### src/rtl/freq_divider_prog.sv
// Runtime-programmable integer clock divider with 50% duty output for even and
// odd ratios. Ratio changes, enable and stop all take effect only at period
// boundaries, so clk_out never produces a runt pulse.
module freq_divider_prog #(
  parameter int W       = 8,
  parameter int DIV_RST = 3
) (
  input  logic         clk_in,
  input  logic         rst,
  input  logic         en,
  input  logic [W-1:0] div_in,
  input  logic         div_load,
  output logic         clk_out,
  output logic         tick,
  output logic         load_ack,
  output logic [W-1:0] count,
  output logic [W-1:0] div_active
);

  localparam logic [W-1:0] ONE       = W'(1);
  localparam logic [W-1:0] TWO       = W'(2);
  localparam logic [W:0]   ONE_X     = (W+1)'(1);
  localparam logic [W-1:0] DIV_RST_W = W'(DIV_RST);
  localparam logic [W-1:0] CNT_RST_W = W'(DIV_RST - 1);

  // Divisors below 2 cannot produce a clock; force them up to 2.
  function automatic logic [W-1:0] clamp_div(input logic [W-1:0] x);
    return (x < TWO) ? TWO : x;
  endfunction

  logic [W-1:0] pend_div, pend_div_nxt;
  logic         pend_vld, pend_vld_nxt;
  logic [W-1:0] div_nxt, count_nxt, req_div;
  logic         tick_nxt, ack_nxt, req_vld, boundary;
  logic [W:0]   half_nxt;
  logic         p_nxt, p_q, n_q;

  // Next-state: count within the period, or apply pending divisor / enable at the boundary.
  always_comb begin
    boundary     = (count == div_active - ONE);
    // A load arriving on the boundary edge itself is applied at that boundary.
    req_vld      = pend_vld | div_load;
    req_div      = div_load ? div_in : pend_div;
    div_nxt      = div_active;
    count_nxt    = count + ONE;
    tick_nxt     = 1'b0;
    ack_nxt      = 1'b0;
    pend_div_nxt = pend_div;
    pend_vld_nxt = pend_vld;
    if (div_load) begin
      pend_div_nxt = div_in;
      pend_vld_nxt = 1'b1;
    end
    if (boundary) begin
      if (req_vld) begin
        div_nxt = clamp_div(req_div);
      end
      ack_nxt      = req_vld;
      pend_vld_nxt = 1'b0;
      if (en) begin
        count_nxt = '0;
        tick_nxt  = 1'b1;
      end else begin
        // Parking at N-1 keeps every following posedge a boundary while idle.
        count_nxt = div_nxt - ONE;
      end
    end
    // High phase covers the first ceil(N/2) counts of the period.
    half_nxt = ({1'b0, div_nxt} + ONE_X) >> 1;
    p_nxt    = ({1'b0, count_nxt} < half_nxt);
  end

  // Posedge state: counter, active divisor, pending divisor, pulses and phase flop.
  always_ff @(posedge clk_in or posedge rst) begin
    if (rst) begin
      count      <= CNT_RST_W;
      div_active <= DIV_RST_W;
      pend_div   <= '0;
      pend_vld   <= 1'b0;
      tick       <= 1'b0;
      load_ack   <= 1'b0;
      p_q        <= 1'b0;
    end else begin
      count      <= count_nxt;
      div_active <= div_nxt;
      pend_div   <= pend_div_nxt;
      pend_vld   <= pend_vld_nxt;
      tick       <= tick_nxt;
      load_ack   <= ack_nxt;
      p_q        <= p_nxt;
    end
  end

  // Negedge copy of the phase flop; ANDing with it delays the rise by half a cycle for odd N.
  always_ff @(negedge clk_in or posedge rst) begin
    if (rst) begin
      n_q <= 1'b0;
    end else begin
      n_q <= p_q;
    end
  end

  assign clk_out = div_active[0] ? (p_q & n_q) : p_q;

endmodule

### config.mk
export PLATFORM = sky130hd
export DESIGN_NAME = freq_divider_prog
export DESIGN_NICKNAME = d
export VERILOG_FILES = /design/src/rtl/freq_divider_prog.sv
export SDC_FILE = /design/constraint.sdc
export NUM_CORES = 1
export LEC_CHECK = 0
export ABC_AREA = 1
export ABC_CLOCK_PERIOD_IN_PS = 4420
export CAP_MARGIN = 0
export CORE_AREA = 2 2 83 85
export CTS_CLUSTER_SIZE = 25
export DETAILED_ROUTE_END_ITERATION = 8
export DIE_AREA = 0 0 85 87
export PLACE_DENSITY = 0.59
export SLEW_MARGIN = 20
export SYNTH_ARGS = -nofsm -noshare
export SYNTH_HDL_FRONTEND = slang
export SYNTH_SLANG_ARGS = --single-unit
### constraint.sdc
create_clock -name clk_in -period 4.42 [get_ports clk_in]
set_clock_uncertainty 0.2 [all_clocks]
set_input_delay 0.884 -clock clk_in [delete_from_list [all_inputs] [get_ports clk_in]]
set_output_delay 0.884 -clock clk_in [all_outputs]
set_load 0.005 [all_outputs]
==> flow_summary.json, run 1 <==
{
  "dp_slack_ps": 149,
  "drt-vias-per-instance": 4.61,
  "top_usage_layer": "met2",
  "route.vias.total": 1953,
  "clkTransAtPathRegs_ps": 60,
  "drc_errors": 0,
  "seqPwrFrac_pct": 28.1,
  "drv_slew": 0,
  "met2_usage_pct": 25.7,
  "setup_viol": 0,
  "row_count": 30,
  "clk_path_buf_depth": 2,
  "detail_route.iter0.violations": 80,
  "synth_xor_area_share_pct": 5.67,
  "first_pass_iters": 4,
  "hold_buffers": 0,
  "place.port_buffers": 30,
  "nets": 366,
  "slowest_delay_ps": 320,
  "startpoint_type": "flip-flop",
  "synth_fa_ha_area_share_pct": 6.37,
  "max-slew-margin-rel_pct": 63.2,
  "p_leak_nw": 1.42,
  "p_int_w": 0.000924,
  "synth_top_family_by_area": "simple AND/OR/NAND/NOR gates",
  "hold_slack_ps": 274,
  "cts_tree": "yes",
  "start_util_pct": 32.9,
  "fin_util_pct": 40.3,
  "wl_per_cell_um": 12.2,
  "synth_compound_area_share_pct": 11.1,
  "path_max_fanout": 1,
  "dp_hpwl_um": 4210,
  "clk_latency_ps": 290,
  "powerDensity_nw_per_um2": 642,
  "hold_viol": 0,
  "synthSimpleGateAreaFrac_pct": 31.3,
  "area.sequential_um2": 729,
  "syn_nets": 327,
  "die_h_um": 87,
  "cap_viol_max_count": 0,
  "ant_nets": 0,
  "hold_path_class": "flip-flop to flip-flop",
  "drive_above_1_share_pct": 12.2,
  "grt_pass1_wl_um": 8340,
  "grt_use_total_pct": 14.5,
  "grt_max_degree": 29,
  "p_clk_share_pct": 12.4,
  "status": "finished clean",
  "clock_sinks": 29,
  "cts_buffers": 5,
  "required_ps": 3340,
  "synth_cell_types": 35,
  "cp.arrival_ps": 3250,
  "core-area_um2": 6570,
  "antenna_found_initial": 0,
  "root_buffer": "clkbuf_8",
  "combPwrFrac_pct": 59.5,
  "yosys_register_bits": 29,
  "crit_slowest_cell": "dfrtn_1",
  "overflow": 0,
  "synth_area_per_cell_um2": 7.11,
  "netlist_instances": 304,
  "end_kind": "primary output",
  "synthMuxAreaShare_pct": 0,
  "grt_setup_unrepaired": "no",
  "fin_tns_setup_ps": 0,
  "syn_area_um2": 2160,
  "yosys_warnings": 0,
  "irDropWorstVdd_uv": 201,
  "die_w_um": 85,
  "area_delta_synth_final_pct": 22.5,
  "fillers": 706,
  "gp_congestion": 0.869,
  "tightest_slew_ps": 546,
  "yosysSeqAreaShare_pct": 33.8,
  "routed_wl_um": 5180,
  "fin_ws_ps": 86.3,
  "grt_pass1_vias": 1787,
  "htreeDepth": 2,
  "worstPathCellList": "o21a_1 -> dlygate4sd2_1",
  "die_area_um2": 7400,
  "antenna-diode-count": 0,
  "gr-usage-met1_pct": 17.1,
  "grt_util_met3_pct": 2.84,
  "switchingPower_w": 0.000776,
  "power.switching_fraction_pct": 45.6,
  "path_class": "flip-flop to primary output",
  "multi_input_area_um2": 1180,
  "io_pins": 31
}
final cells by class:
type                            instances  share of cell area (%)
Timing Repair Buffer                   35                    12.7
Tap cell                               80                    3.78
Sequential cell                        29                    27.6
Inverter                               59                    8.37
Clock buffer                            6                    2.74
Multi-Input combinational cell        213                    44.4
Clock inverter                          2                   0.378
final timing paths:
check,slack [ps],startpoint,end,cells past startpoint
hold reg to reg,270,pend_div[0],pend_div[0],2
setup reg to reg,640,div_active[0],p_q,20
max in group asynchronous,1130,rst,n_q,2
setup / recovery,90,n_q,clk_out,2
min in group asynchronous,920,rst,div_active[3],3
hold / removal,270,pend_div[0],pend_div[0],2
layout by cell type, fill, tap and decap left out, types with 2 or more instances in the layout:
cell and count:
o22ai_1 3, inv_1 54, inv_2 5, clkinv_2 2, xnor2_1 6, dfstp_2 3, clkbuf_8 5, nor2_4 2
or2_2 2, ha_1 11, nand4_1 2, nand2_2 3, o21ai_0 15, nor3_1 4, buf_4 5, clkdlybuf4s50_1 29
xor2_1 8, nor2_2 3, nor2_1 20, a21oi_1 5, o21ai_1 5, nand3_1 14, o21ai_4 2, o21ai_2 2
dfrtp_1 25, nand2_1 95
state kept, by name (all words and copies together), names as in the netlist:
name	cells
tick	1
n_q	1
pend_vld	1
count	8
p_q	1
div_active	8
load_ack	1
pend_div	8
stage by stage:
step                area, um^2  total power [W]  cells
global route              2650          0.00188    424
floorplan                 2160          0.00115    304
global placement          2560          0.00149    416
CTS                       2650          0.00172    424
detailed placement        2560          0.00151    416
finish                    2650          0.00170    424
cells in the mapped netlist (all sizes together):
| library cell | n | area share, % |
|---|---|---|
| o22ai | 3 | 0.87 |
| nand2 | 99 | 18 |
| a21boi | 1 | 0.52 |
| a21oi | 5 | 1.2 |
| nor2 | 26 | 6.3 |
| a31o | 1 | 0.41 |
| xnor2 | 6 | 2.4 |
| nand4 | 3 | 1.2 |
| dfrtn | 1 | 1.2 |
| xor2 | 8 | 3.2 |
| nand3 | 15 | 3.7 |
| nor3 | 5 | 1.4 |
| o21ai | 24 | 6.9 |
| or2 | 2 | 0.58 |
| dfrtp | 25 | 29 |
| buf | 3 | 1.6 |
| a32oi | 1 | 0.41 |
| o21a | 2 | 0.75 |
| ha | 11 | 6.4 |
| dfstp | 3 | 3.6 |
| nor4 | 1 | 0.29 |
| inv | 59 | 10 |
layer usage:
metal | routed length, um | share of wire, % | vias up
met4 | 136 | 2.6 | 0
li1 | - | - | 1017
met2 | 2600 | 50 | 36
met1 | 2270 | 44 | 889
met3 | 180 | 3.5 | 11
met5 | 0 | 0 | -
kinds of logic (layout without fill, tap and decap cells):
group	count (synthesis)	in the layout
simple gates	151	151
buf+inv	62	102
compound gates	37	37
flops	29	29
xor+xnor	14	14
fa+ha+maj	11	11
power groups by stage:
stage | sequential, W | combinational (W) | clock, W
2_1_floorplan | 0.000459 | 0.000695 | 0
3_3_place_gp | 0.000483 | 0.00100 | 0
3_5_place_dp | 0.000483 | 0.00102 | 0
4_1_cts | 0.000479 | 0.00103 | 0.000217
5_1_grt | 0.000492 | 0.00116 | 0.000230
6_report | 0.000477 | 0.00101 | 0.000211
worst max-delay path: cells and delay by family (launching register included):
| kind | cells | cell delay, ps |
|---|---|---|
| AO/OA/AOI/OAI | 1 | 170 |
| flip-flops | 1 | 320 |
| buffers and inverters | 1 | 250 |
timing repair:
item,4_1_cts,5_1_grt
setup buffers,0,0
endpoints found under the setup margin,1,0
gates resized for setup,1,0
Note: power is estimated with default switching activity, not from simulation.
==> run 2: changes to the inputs <==
==> constraint.sdc (replaced) <==
create_clock -name clk_in -period 4.42 [get_ports clk_in]
set_clock_uncertainty 0.2 [all_clocks]
set_input_delay 0.884 -clock clk_in [delete_from_list [all_inputs] [get_ports clk_in]]
set_output_delay 0.884 -clock clk_in [all_outputs]
set_load 0.05 [all_outputs]
==> flow_summary.json, run 2 (synthesis results as in run 1) <==
{
  "hold_buffers": 0,
  "grt_setup_unrepaired": "no",
  "grt_pass1_wl_um": 8640,
  "die_area_um2": 7400,
  "clk_path_buf_depth": 2,
  "cap_viol_max_count": 0,
  "cp.arrival_ps": 3190,
  "fin_tns_setup_ps": 0,
  "gp_congestion": 0.844,
  "area_delta_synth_final_pct": 23.0,
  "first_pass_iters": 4,
  "route.vias.total": 1934,
  "grt_pass1_vias": 1867,
  "p_leak_nw": 1.42,
  "power.switching_fraction_pct": 52.0,
  "seqPwrFrac_pct": 24.3,
  "io_pins": 31,
  "reg2reg_to": "p_q",
  "startpoint_type": "flip-flop",
  "final_cell_mix": "nand2_1, inv_1, clkdlybuf4s50_1",
  "status": "finished clean",
  "path_max_fanout": 1,
  "hold_end": "pend_div[0]",
  "required_ps": 3340,
  "dp_hpwl_um": 4220,
  "combPwrFrac_pct": 64.4,
  "fillers": 685,
  "dr_wl_met3_um": 273,
  "drt-vias-per-instance": 4.57,
  "switchingPower_w": 0.00103,
  "detail_route.iter0.violations": 96,
  "p_int_w": 0.000949,
  "htreeDepth": 2,
  "hold_viol": 0,
  "fin_cells": 423,
  "reg2reg_depth": 20,
  "irDropWorstVdd_uv": 334,
  "setup_viol": 0,
  "placed_cells": 415,
  "wl_per_cell_um": 12.4,
  "powerDensity_nw_per_um2": 744,
  "max-slew-margin-rel_pct": 62.7,
  "path_class": "flip-flop to primary output",
  "start_util_pct": 32.9,
  "post_cts_buffers": 0,
  "grt_max_degree": 29,
  "tightest_slew_ps": 554,
  "multi_input_area_um2": 1180,
  "drv_slew": 0,
  "die_w_um": 85,
  "crit_start": "n_q",
  "clock_sinks": 29,
  "wl_met2_um": 2690,
  "end_kind": "primary output",
  "overflow": 0,
  "routed_wl_um": 5250,
  "clkTransAtPathRegs_ps": 60,
  "rr_startpoint": "div_active[0]",
  "die_h_um": 87,
  "nets": 365,
  "core-area_um2": 6570,
  "hold_path_class": "flip-flop to flip-flop",
  "antenna-diode-count": 0,
  "cts_resized": 0,
  "layout_commonest_cell": "nand2_1",
  "met1_length_um": 2190,
  "cts_buffers": 5,
  "min_path_cells": 2,
  "clk_latency_ps": 280,
  "min_from": "pend_div[0]",
  "r2r_slack_ps": 750,
  "drive_above_1_share_pct": 12.0,
  "p_clk_share_pct": 11.3,
  "cts_tree": "yes",
  "grt_use_total_pct": 15.0,
  "top_layer": "met4",
  "reg.largest.list": "count x8, div_active x8, pend_div x8",
  "row_count": 30,
  "area.sequential_um2": 729,
  "antenna_found_initial": 0,
  "drc_errors": 0,
  "place.port_buffers": 30,
  "ant_nets": 0,
  "root_buffer": "clkbuf_8"
}
## run 2: cell types whose count changed in the layout (fill, tap and decap cells not counted), sizes merged
cell,previous run,this run
clkbuf,6,8
dlygate4sd2,1,0
clkinv,2,0
## run 2: worst max-delay path: stages, from the launching register on
cell	delay, ps
dfrtn_1	390
o21a_1	160
buf_12	140
## run 2: routing by layer
layer | track usage [%] | vias to the layer above
met5 | 0 | -
met4 | 5.19 | 0
met3 | 2.84 | 10
met2 | 27.1 | 45
met1 | 17.9 | 862
li1 | - | 1017
## run 2: layout make-up
cell class / instances / area share [%]
well taps: 80 / 3.77
flip-flops and latches: 29 / 27.4
multi-input cells: 213 / 44.3
clock buffers: 8 / 3.39
repair buffers: 34 / 12.8
inverters: 59 / 8.33
## run 2: how the worst max path moves through the flow
stage	slack (ps)	endpoint
2_1_floorplan	350	clk_out
3_3_place_gp	400	p_q
3_5_place_dp	340	p_q
4_1_cts	140	clk_out
5_1_grt	110	clk_out
6_report	150	clk_out
## run 2: stage by stage
| step | power [W] | utilization [%] | hold WS, ps | setup WS, ps | cell area, um^2 |
|---|---|---|---|---|---|
| 4_1_cts | 0.00200 | 40.5 | 294 | 138 | 2660 |
| 3_3_place_gp | 0.00175 | 39.1 | 288 | 401 | 2570 |
| 2_1_floorplan | 0.00140 | - | 237 | 346 | 2160 |
| 5_1_grt | 0.00216 | 40.5 | 320 | 106 | 2660 |
| 6_report | 0.00198 | 40.5 | 285 | 146 | 2660 |
| 3_5_place_dp | 0.00177 | 39.1 | 282 | 337 | 2570 |
## run 2: power groups by stage
stage          logic [W]  clock network, W  registers (W)
4_1_cts          0.00129          0.000229       0.000483
3_5_place_dp     0.00128                 0       0.000488
6_report         0.00127          0.000224       0.000481
5_1_grt          0.00143          0.000241       0.000495
3_3_place_gp     0.00126                 0       0.000490
2_1_floorplan   0.000712                 0       0.000693
